==> src/rtl/qk_score_drain_if.sv <==
// Stream bundle between the QK^T matmul, the score drain and softmax.
// The slave view belongs to the drain; the master view belongs to its environment.
interface qk_score_drain_if #(
  parameter int WIDTH_OUT = 16,
  parameter int LANES     = 4
);
  logic                         in_strobe;
  logic [LANES*WIDTH_OUT-1:0]   in_word;
  logic                         out_valid;
  logic                         out_ready;
  logic [WIDTH_OUT-1:0]         out_data;
  logic                         out_last;
  logic                         hold_matmul;

  modport master (
    output in_strobe, in_word, out_ready,
    input  out_valid, out_data, out_last, hold_matmul
  );

  modport slave (
    input  in_strobe, in_word, out_ready,
    output out_valid, out_data, out_last, hold_matmul
  );
endinterface

==> src/rtl/qk_score_drain.sv <==
// Drain for the Qn x Kn^T matmul: buffers captured result words, scales each lane by
// 2^-SHIFT with round-half-up and serialises the scores onto a valid/ready stream.
module qk_score_drain #(
  parameter int WIDTH_OUT      = 16,
  parameter int FRAC_WIDTH_OUT = 8,
  parameter int LANES          = 4,
  parameter int SHIFT          = 4,
  parameter int ROW_LEN        = 16,
  parameter int FIFO_DEPTH     = 4
) (
  input  logic            clk,
  input  logic            rst_n,
  input  logic            clear,
  qk_score_drain_if.slave bus,
  output logic            overflow,
  output logic            busy
);
  localparam int WORD_W = LANES * WIDTH_OUT;
  localparam int PW     = (FIFO_DEPTH > 1) ? $clog2(FIFO_DEPTH) : 1;
  localparam int CW     = $clog2(FIFO_DEPTH + 1);
  localparam int LW     = (LANES > 1) ? $clog2(LANES) : 1;
  localparam int RW     = (ROW_LEN > 1) ? $clog2(ROW_LEN) : 1;
  localparam logic [WIDTH_OUT:0] RND = (WIDTH_OUT + 1)'(1) << (SHIFT - 1);

  if (SHIFT < 1 || SHIFT > WIDTH_OUT - 1) begin : g_bad_shift
    $error("qk_score_drain: SHIFT must lie in 1..WIDTH_OUT-1");
  end
  if (ROW_LEN % LANES != 0) begin : g_bad_row
    $error("qk_score_drain: ROW_LEN must be a multiple of LANES");
  end
  if (FIFO_DEPTH < 2 || (FIFO_DEPTH & (FIFO_DEPTH - 1)) != 0) begin : g_bad_depth
    $error("qk_score_drain: FIFO_DEPTH must be a power of two >= 2");
  end
  if (FRAC_WIDTH_OUT > WIDTH_OUT) begin : g_bad_frac
    $error("qk_score_drain: FRAC_WIDTH_OUT exceeds WIDTH_OUT");
  end

  typedef enum logic {IDLE, STREAM} state_e;

  // Sign-extend one bit so the rounding offset can never wrap.
  function automatic logic signed [WIDTH_OUT-1:0] scale(input logic signed [WIDTH_OUT-1:0] x);
    logic signed [WIDTH_OUT:0] s;
    s = {x[WIDTH_OUT-1], x} + RND;
    return WIDTH_OUT'(s >>> SHIFT);
  endfunction

  state_e                       state_q, state_d;
  logic [WORD_W-1:0]            mem_q [FIFO_DEPTH];
  logic [PW-1:0]                wr_ptr_q, wr_ptr_d, rd_ptr_q, rd_ptr_d;
  logic [CW-1:0]                count_q, count_d;
  logic [LW-1:0]                lane_cnt_q, lane_cnt_d;
  logic [RW-1:0]                row_cnt_q, row_cnt_d;
  logic                         out_valid_q, out_valid_d, out_last_q, out_last_d;
  logic signed [WIDTH_OUT-1:0]  out_data_q, out_data_d;
  logic                         hold_q, hold_d, overflow_q, overflow_d;

  logic [WORD_W-1:0]            head_word;
  logic signed [WIDTH_OUT-1:0]  lane_x;
  logic                         lane_last, row_last, load, pop, full, wr_en;

  always_comb begin
    head_word = mem_q[rd_ptr_q];
    lane_x    = head_word[int'(lane_cnt_q)*WIDTH_OUT +: WIDTH_OUT];
    lane_last = (lane_cnt_q == LW'(LANES - 1));
    row_last  = (row_cnt_q == RW'(ROW_LEN - 1));
    // The output register refills whenever it is empty or its element is being taken.
    load      = (state_q == STREAM) && (!out_valid_q || bus.out_ready);
    pop       = load && lane_last;
    full      = (count_q == CW'(FIFO_DEPTH));
    wr_en     = bus.in_strobe && (!full || pop) && !clear;
  end

  always_comb begin
    state_d     = state_q;
    wr_ptr_d    = wr_ptr_q;
    rd_ptr_d    = rd_ptr_q;
    count_d     = count_q;
    lane_cnt_d  = lane_cnt_q;
    row_cnt_d   = row_cnt_q;
    out_valid_d = out_valid_q;
    out_data_d  = out_data_q;
    out_last_d  = out_last_q;
    hold_d      = hold_q;
    overflow_d  = overflow_q;
    if (clear) begin
      state_d     = IDLE;
      wr_ptr_d    = '0;
      rd_ptr_d    = '0;
      count_d     = '0;
      lane_cnt_d  = '0;
      row_cnt_d   = '0;
      out_valid_d = 1'b0;
      out_data_d  = '0;
      out_last_d  = 1'b0;
      hold_d      = 1'b0;
      overflow_d  = 1'b0;
    end else begin
      if (wr_en) wr_ptr_d = wr_ptr_q + PW'(1);
      if (pop)   rd_ptr_d = rd_ptr_q + PW'(1);
      count_d = count_q + CW'(wr_en) - CW'(pop);
      if (bus.in_strobe && !wr_en) overflow_d = 1'b1;
      if (load) begin
        out_valid_d = 1'b1;
        out_data_d  = scale(lane_x);
        out_last_d  = row_last;
        lane_cnt_d  = lane_last ? '0 : lane_cnt_q + LW'(1);
        row_cnt_d   = row_last  ? '0 : row_cnt_q + RW'(1);
      end else if (bus.out_ready) begin
        out_valid_d = 1'b0;
      end
      state_d = (count_d != '0) ? STREAM : IDLE;
      hold_d  = (count_d >= CW'(FIFO_DEPTH - 1));
    end
  end

  always_ff @(posedge clk or negedge rst_n) begin
    if (!rst_n) begin
      state_q     <= IDLE;
      wr_ptr_q    <= '0;
      rd_ptr_q    <= '0;
      count_q     <= '0;
      lane_cnt_q  <= '0;
      row_cnt_q   <= '0;
      out_valid_q <= 1'b0;
      out_data_q  <= '0;
      out_last_q  <= 1'b0;
      hold_q      <= 1'b0;
      overflow_q  <= 1'b0;
    end else begin
      state_q     <= state_d;
      wr_ptr_q    <= wr_ptr_d;
      rd_ptr_q    <= rd_ptr_d;
      count_q     <= count_d;
      lane_cnt_q  <= lane_cnt_d;
      row_cnt_q   <= row_cnt_d;
      out_valid_q <= out_valid_d;
      out_data_q  <= out_data_d;
      out_last_q  <= out_last_d;
      hold_q      <= hold_d;
      overflow_q  <= overflow_d;
    end
  end

  // Word storage carries no control meaning, so it is left out of reset.
  always_ff @(posedge clk) begin
    if (wr_en) mem_q[wr_ptr_q] <= bus.in_word;
  end

  assign bus.out_valid   = out_valid_q;
  assign bus.out_data    = out_data_q;
  assign bus.out_last    = out_last_q;
  assign bus.hold_matmul = hold_q;
  assign overflow        = overflow_q;
  assign busy            = (count_q != '0) || out_valid_q;
endmodule

==> src/flat_wrapper.sv <==
// flat-port wrapper written by rule: the top's interface ports become plain ports
module qk_score_drain_flat 
#(
  parameter int WIDTH_OUT      = 16,
  parameter int FRAC_WIDTH_OUT = 8,
  parameter int LANES          = 4,
  parameter int SHIFT          = 4,
  parameter int ROW_LEN        = 16,
  parameter int FIFO_DEPTH     = 4
)
  (clk, rst_n, clear, overflow, busy, bus_in_strobe, bus_in_word, bus_out_ready, bus_out_valid, bus_out_data, bus_out_last, bus_hold_matmul);
  qk_score_drain_if #(.WIDTH_OUT(WIDTH_OUT), .LANES(LANES)) bus_i ();
  input  logic clk;
  input  logic rst_n;
  input  logic clear;
  output logic overflow;
  output logic busy;
  input wire logic [$bits(bus_i.in_strobe)-1:0] bus_in_strobe;
  input wire logic [$bits(bus_i.in_word)-1:0] bus_in_word;
  input wire logic [$bits(bus_i.out_ready)-1:0] bus_out_ready;
  output wire logic [$bits(bus_i.out_valid)-1:0] bus_out_valid;
  output wire logic [$bits(bus_i.out_data)-1:0] bus_out_data;
  output wire logic [$bits(bus_i.out_last)-1:0] bus_out_last;
  output wire logic [$bits(bus_i.hold_matmul)-1:0] bus_hold_matmul;
  assign bus_i.in_strobe = bus_in_strobe;
  assign bus_i.in_word = bus_in_word;
  assign bus_i.out_ready = bus_out_ready;
  assign bus_out_valid = bus_i.out_valid;
  assign bus_out_data = bus_i.out_data;
  assign bus_out_last = bus_i.out_last;
  assign bus_hold_matmul = bus_i.hold_matmul;
  qk_score_drain #(.WIDTH_OUT(WIDTH_OUT), .FRAC_WIDTH_OUT(FRAC_WIDTH_OUT), .LANES(LANES), .SHIFT(SHIFT), .ROW_LEN(ROW_LEN), .FIFO_DEPTH(FIFO_DEPTH)) u_core (.clk(clk), .rst_n(rst_n), .clear(clear), .bus(bus_i), .overflow(overflow), .busy(busy));
endmodule
==> config.mk <==
export PLATFORM = sky130hd
export DESIGN_NAME = qk_score_drain_flat
export DESIGN_NICKNAME = d
export VERILOG_FILES = /design/src/rtl/qk_score_drain_if.sv /design/src/rtl/qk_score_drain.sv /design/src/flat_wrapper.sv
export SDC_FILE = /design/constraint.sdc
export NUM_CORES = 1
export LEC_CHECK = 0
export ABC_AREA = 1
export BUFFER_PORTS_ARGS = -buffer_cell sky130_fd_sc_hd__buf_2
export CORE_MARGIN = 4
export CORE_UTILIZATION = 45
export DETAILED_ROUTE_END_ITERATION = 10
export HOLD_SLACK_MARGIN = 0.06
export PLACE_DENSITY = 0.73
export SYNTH_ARGS = -nofsm -noshare
export SYNTH_HDL_FRONTEND = slang
export SYNTH_SLANG_ARGS = --single-unit
==> constraint.sdc <==
create_clock -name clk -period 3.95 [get_ports clk]
set_input_delay 0.1975 -clock clk [delete_from_list [all_inputs] [get_ports clk]]
set_output_delay 0.1975 -clock clk [all_outputs]
set_load 0.03 [all_outputs]
== Yosys cells after proc, flatten, opt, wreduce, memory -nomap -nowiden ==
Memory sizes are Yosys's and may differ from the RTL's.
Cells that the tools add are included.

* Memories: 1
* Bits in writable memories: 256
* Output and inout bits: 21
* ROM bits: 0
* Input port bits: 69
* Bits in latches: 0
* Logic and storage cells: 68
* Flip-flop bits (word level): 34

* Muxes and demuxes: 25
* Multipliers: 0
* Reductions and logical operators: 19
* Shift-type cells: 1
* Add/sub/neg operators: 7
* Order comparisons: 1
* Div/mod/pow operators: 0
* Equal/unequal tests: 3
* Bitwise logic cells: 0

{| class="wikitable"
|+ Memory list
! name !! words !! bits a word !! rd ports !! clocked after Yosys merged registers in !! write ports !! line !! RTL
|-
| u_core.mem_q || 4 || 64 || 1 || 0 || 1 || qk_score_drain.sv:48 || <nowiki>logic [WORD_W-1:0] mem_q [FIFO_DEPTH];</nowiki>
|}

{| class="wikitable"
|+ Operators with widths
! kind !! number
|-
| variable part select 64 x 7 -> 16 bit || 1
|-
| 2-to-1 mux 16 bit || 2
|-
| adder 16 x 5 -> 17 bit, second input constant || 1
|-
| 2-to-1 mux 2 bit || 7
|-
| 2-to-1 mux 1 bit || 12
|-
| 2-to-1 mux 4 bit || 3
|-
| nonzero test 3 bit || 3
|-
| nonzero test 2 bit || 4
|-
| adder 2 x 1 -> 2 bit, second input constant || 3
|-
| logical AND 1 bit || 5
|-
| adder 4 x 1 -> 4 bit, second input constant || 1
|-
| equality test 4 bit, second input constant || 1
|-
| zero test 1 bit || 4
|-
| adder 3 x 1 -> 3 bit || 1
|-
| equality test 3 bit, second input constant || 1
|-
| greater-or-equal comparator 3 x 2 -> 1 bit, second input constant || 1
|-
| logical OR 1 bit || 3
|-
| 2-to-1 mux 3 bit || 1
|-
| subtractor 3 x 1 -> 3 bit || 1
|-
| equality test 2 bit, second input constant || 1
|}

== Logic depth before layout (Yosys ltp) ==
* Depth in word-level cells: 12
* Depth in mapped cells: 16
* Gate-level depth less buffers: 15

== Worst setup path before layout ==
No wires, ideal clock.

* Path type: register -> register
* Start: register u_core.out_valid_q, in the netlist u_core.bus.out_valid
* End: memory u_core.mem_q[0][10] (netlist bit) (enable)
* Data required time: 3488 ps
* Stages on the path, launching flop included: 10
* Setup slack: 44 ps
* Period minus slack after synthesis: 3906 ps
* Setup time: 462 ps
* Buffers on the path: 0
* Arrival: 3444 ps
* Path through: dfrtp_1 > nand2_1 > nand2_1 > inv_1 > nand2_1 > inv_1 > o21ai_0 > nor2_1 > inv_1 > nor2_1

* Longest elaborated chain between the ends: 9

{| class="wikitable"
|+ Ends and longest elaborated chain
! element !! line !! RTL
|-
| start: declaration || qk_score_drain.sv:53 || <nowiki>logic out_valid_q, out_valid_d, out_last_q, out_last_d;</nowiki>
|-
| start signal: assignment || qk_score_drain.sv:136 || <nowiki>out_valid_q <= out_valid_d;</nowiki>
|-
| zero test 1 bit || qk_score_drain.sv:67 || <nowiki>load = (state_q == STREAM) && (!out_valid_q || bus.out_ready);</nowiki>
|-
| logical OR 1 bit || qk_score_drain.sv:67 ||
|-
| logical AND 1 bit || qk_score_drain.sv:67 ||
|-
| logical AND 1 bit || qk_score_drain.sv:68 || <nowiki>pop = load && lane_last;</nowiki>
|-
| logical OR 1 bit || qk_score_drain.sv:70 || <nowiki>wr_en = bus.in_strobe && (!full || pop) && !clear;</nowiki>
|-
| logical AND 1 bit (2 in a row) || qk_score_drain.sv:70 ||
|-
| 2-to-1 mux 1 bit || qk_score_drain.sv:146 || <nowiki>if (wr_en) mem_q[wr_ptr_q] <= bus.in_word;</nowiki>
|-
| 2-to-1 mux 1 bit (not written as such) || qk_score_drain.sv:146 ||
|-
| end: declaration || qk_score_drain.sv:48 ||
|}

No other way between the ends.

== Worst setup path after layout ==
* Start: register u_core.rd_ptr_q[0]
* End: register u_core.out_data_q[9], in the netlist u_core.bus.out_data[9]

* Longest elaborated chain between the ends: 5

{| class="wikitable"
|+ Ends and longest elaborated chain
! element !! line !! RTL
|-
| start: declaration || qk_score_drain.sv:49 || <nowiki>logic [PW-1:0] wr_ptr_q, wr_ptr_d, rd_ptr_q, rd_ptr_d;</nowiki>
|-
| start signal: assignment || qk_score_drain.sv:132 || <nowiki>rd_ptr_q <= rd_ptr_d;</nowiki>
|-
| memory read (4 x 64 bit) || - ||
|-
| variable part select 64 x 7 -> 16 bit || qk_score_drain.sv:63 || <nowiki>lane_x = head_word[int'(lane_cnt_q)*WIDTH_OUT +: WIDTH_OUT];</nowiki>
|-
| adder 16 x 5 -> 17 bit || qk_score_drain.sv:43 || <nowiki>s = {x[WIDTH_OUT-1], x} + RND;</nowiki>
|-
| 2-to-1 mux 16 bit || qk_score_drain.sv:102 || <nowiki>if (load) begin</nowiki>
|-
| 2-to-1 mux 16 bit || qk_score_drain.sv:85 || <nowiki>if (clear) begin</nowiki>
|-
| end signal: assignment || qk_score_drain.sv:137 || <nowiki>out_data_q <= out_data_d;</nowiki>
|-
| end: declaration || qk_score_drain.sv:54 || <nowiki>logic signed [WIDTH_OUT-1:0] out_data_q, out_data_d;</nowiki>
|}

No other way between the ends. The select of a mux whose other input is x is not followed.
A chain may end at the register's enable or synchronous reset.

==> metrics <==
outcome finished clean; fin crit period 2880 ps; syn nets around 1000; Clock Latency Late Sink 510 ps; CP required 4340 ps; Final nets ~1200; CTS Buf Count 25; initial antenna violation count 0; register area share after synthesis 0.680; Final Max Tran Viols 0; # IOs 90; Setup crit end kind flop; area after detailed placement ~11000 um2; R2R cell count 15; clk slew on worst S/H paths around 60 ps; f_max 347 MHz; global-route wire length before repair between 30000 and 40000 um; Clock Path Buffers 3; Finished Core Util 0.544; TritonRoute pass-1 iters 5; H-tree depth 1; R2R Setup Slk between 1000 and 1500 ps; CTS resizes 0; largest net degree at the start of global routing 89; DRC violations left 0; Power Dens Cells 464 nW/um2; cell count after synthesis between 900 and 1000; Die Width about 160 um; Synth area leader edfxtp_1; CP Launch Type flop; endpoints failing hold 0; CP startpoint u_core.rd_ptr_q[0]$_DFFE_PN0P_; Max Used Layer met4; synthesis warning total 0; commonest non-fill, non-tap cells in the layout 299 x nand2_1, 208 x edfxtp_1, 121 x nand3_1; synthesized flop and latch total ~240; fin crit share 0.729; CP peak stage delay 740 ps; Vias 6985; Total Wirelength about 22000 um; Worst Hold Class in -> async; Via density 5.01; largest cells by area after synthesis edfxtp_1 61%, nand2_1 11%, dfrtp_1 7.5%; Max Fanout on Critical Path 53; commonest non-fill, non-tap cell in the layout nand2_1; Synth-to-Final Area Change 19.0%; Initial DRC Count approximately 660; CTS tree yes; CTS sink count between 200 and 250; WL met3 between 1000 and 1500 um; peak supply drop about 0.32 mV; Starting Density 0.457; CTS root buf clkbuf_16; Avg Synthesized Cell Area 10.7 um2; ANT nets after route 0; Worst Clk Skew between 9 and 10 ps; Synth top area share 0.605; Reg-to-Reg End u_core.bus.out_data[9]$_DFFE_PN0P_; R2R Path Start u_core.rd_ptr_q[0]$_DFFE_PN0P_; GRT Util Overall 0.168; Final TNS setup 0 ps; cell leakage power between 5 and 6 nW; Rel. slew slack 0.305; Antenna diodes 0; I/O Buffers 77; core area around 23000 um2; RSZ-0062 raised after global routing no; critical path arrival around 3300 ps; Die Y-Extent 159 um; slowest stage cell, crit path inv_2; Slew @ Worst Pin 1040 ps; endpoints failing setup 0; WL met1 approximately 9000 um; Rows 55; Cell variety after synth 29; fraction of layout cells with a size suffix above 1 0.135; GRT overflow 0; MaxCap Viol Count 0; most used cell along the critical path nand2_1; hpwl dp about 12000 um; critical-path cell list inv_2 -> buf_4 -> nand2_1 -> nand2_1 -> nand2_1 -> nand3_1 -> nand3_1 -> nand2_1 -> inv_1 -> nor2_1 -> nand3_1 -> nand2_1 -> nand2_1 -> nand2_1 -> nand2_1; die area between 20000 and 30000 um2; design area 12300 um2; met2 WL 10600 um; gpl congestion around 0.77; Setup CP Type reg -> reg; drt wl/cell about 16 um; Netlist Area Pre-Place roughly 10000 um2; number of global-route vias before repair ~6600
==> metal layers <==
| layer | global-route usage | vias up |
|---|---|---|
| met1 | 0.223 | 3295 |
| met5 | 0 | - |
| met2 | 0.284 | 186 |
| li1 | - | 3464 |
| met4 | 0.0564 | 0 |
| met3 | 0.0285 | 40 |
==> sequential cells by signal (all words and copies together) (netlist names) <==
signal	count
u_core.bus.hold_matmul	1
u_core.bus.out_data	13
u_core.bus.out_last	1
u_core.bus.out_valid	1
u_core.count_q	3
u_core.lane_cnt_q	2
u_core.mem_q	208
u_core.overflow	1
u_core.rd_ptr_q	2
u_core.row_cnt_q	4
u_core.state_q	1
u_core.wr_ptr_q	2
==> per-stage QoR <==
| stage | instances | setup slack, ps | hold slack, ps | total power, mW |
|---|---|---|---|---|
| after global placement | 1291 | 1130 | 279 | 3.54 |
| after CTS | 1394 | 1070 | 315 | 5.74 |
| after floorplan | 962 | 43.9 | -98.1 | 3.33 |
| final | 1394 | 1070 | 292 | 5.70 |
| after detailed placement | 1291 | 1080 | 284 | 3.55 |
| after global routing | 1394 | 797 | 351 | 5.94 |
==> final cells by class <==
| class | instances | area, um2 |
|---|---|---|
| fill | 1893 | 10300 |
| sequential | 239 | 7030 |
| multi-input combinational | 575 | 2630 |
| timing repair buffer | 150 | 1130 |
| clock buffer | 30 | 654 |
| inverter | 100 | 378 |
| tap | 285 | 357 |
| clock inverter | 15 | 108 |
==> timing repair <==
item                                   CTS  global route
buffers inserted                         0             0
hold buffers                            58             0
endpoints found under the hold margin  245             0
==> critical path: cells and delay by family, from the launching register on <==
kind	cells	cell delay, ps
buf+inv	3	1240
simple gates	12	1060
flops	1	470
==> synthesized netlist by cell type <==
cell type,instances
nand2_1,299
nor2_1,61
clkinv_1,1
dfrtp_1,31
nand4_1,1
inv_1,97
buf_2,17
fa_1,1
a22o_1,2
nand3_1,121
o21ai_1,12
o21bai_1,1
inv_4,1
o21ai_0,30
ha_1,9
xor2_1,3
nor2_4,2
buf_4,12
inv_2,1
nand2_2,5
buf_6,10
nor2_2,3
o211ai_1,15
edfxtp_1,208
clkbuf_1,7
xnor2_1,1
buf_1,2
a21oi_1,8
nand3_2,1
==> worst max-delay path by stage <==
stage                                                     end  slack, ps  depth (start not counted)
after global placement     u_core.bus.out_data[9]$_DFFE_PN0P_       1130                         15
final                      u_core.bus.out_data[9]$_DFFE_PN0P_       1070                         15
after global routing      u_core.bus.out_data[10]$_DFFE_PN0P_        800                         13
after detailed placement   u_core.bus.out_data[9]$_DFFE_PN0P_       1080                         15
after floorplan                 u_core.mem_q[0][10]$_DFFE_PP_         40                          9
after CTS                  u_core.bus.out_data[9]$_DFFE_PN0P_       1070                         15
==> cell families (layout without fill, tap and decap cells) <==
group,count (synthesis),count (layout),share of synthesized area
buf+inv,148,295,0.0678
compound gates,68,68,0.0376
xor+xnor,4,4,0.00339
flops,239,239,0.680
fa+ha+maj,10,10,0.0128
simple gates,493,493,0.198
==> power breakdown <==
part	switching (mW)	total [mW]	leakage (nW)	internal (mW)
clock network	0.905	2.15	0.385	1.25
logic	0.429	0.644	2.41	0.215
registers	0.0422	2.90	2.31	2.86
Power figures use the tool's default switching activity.
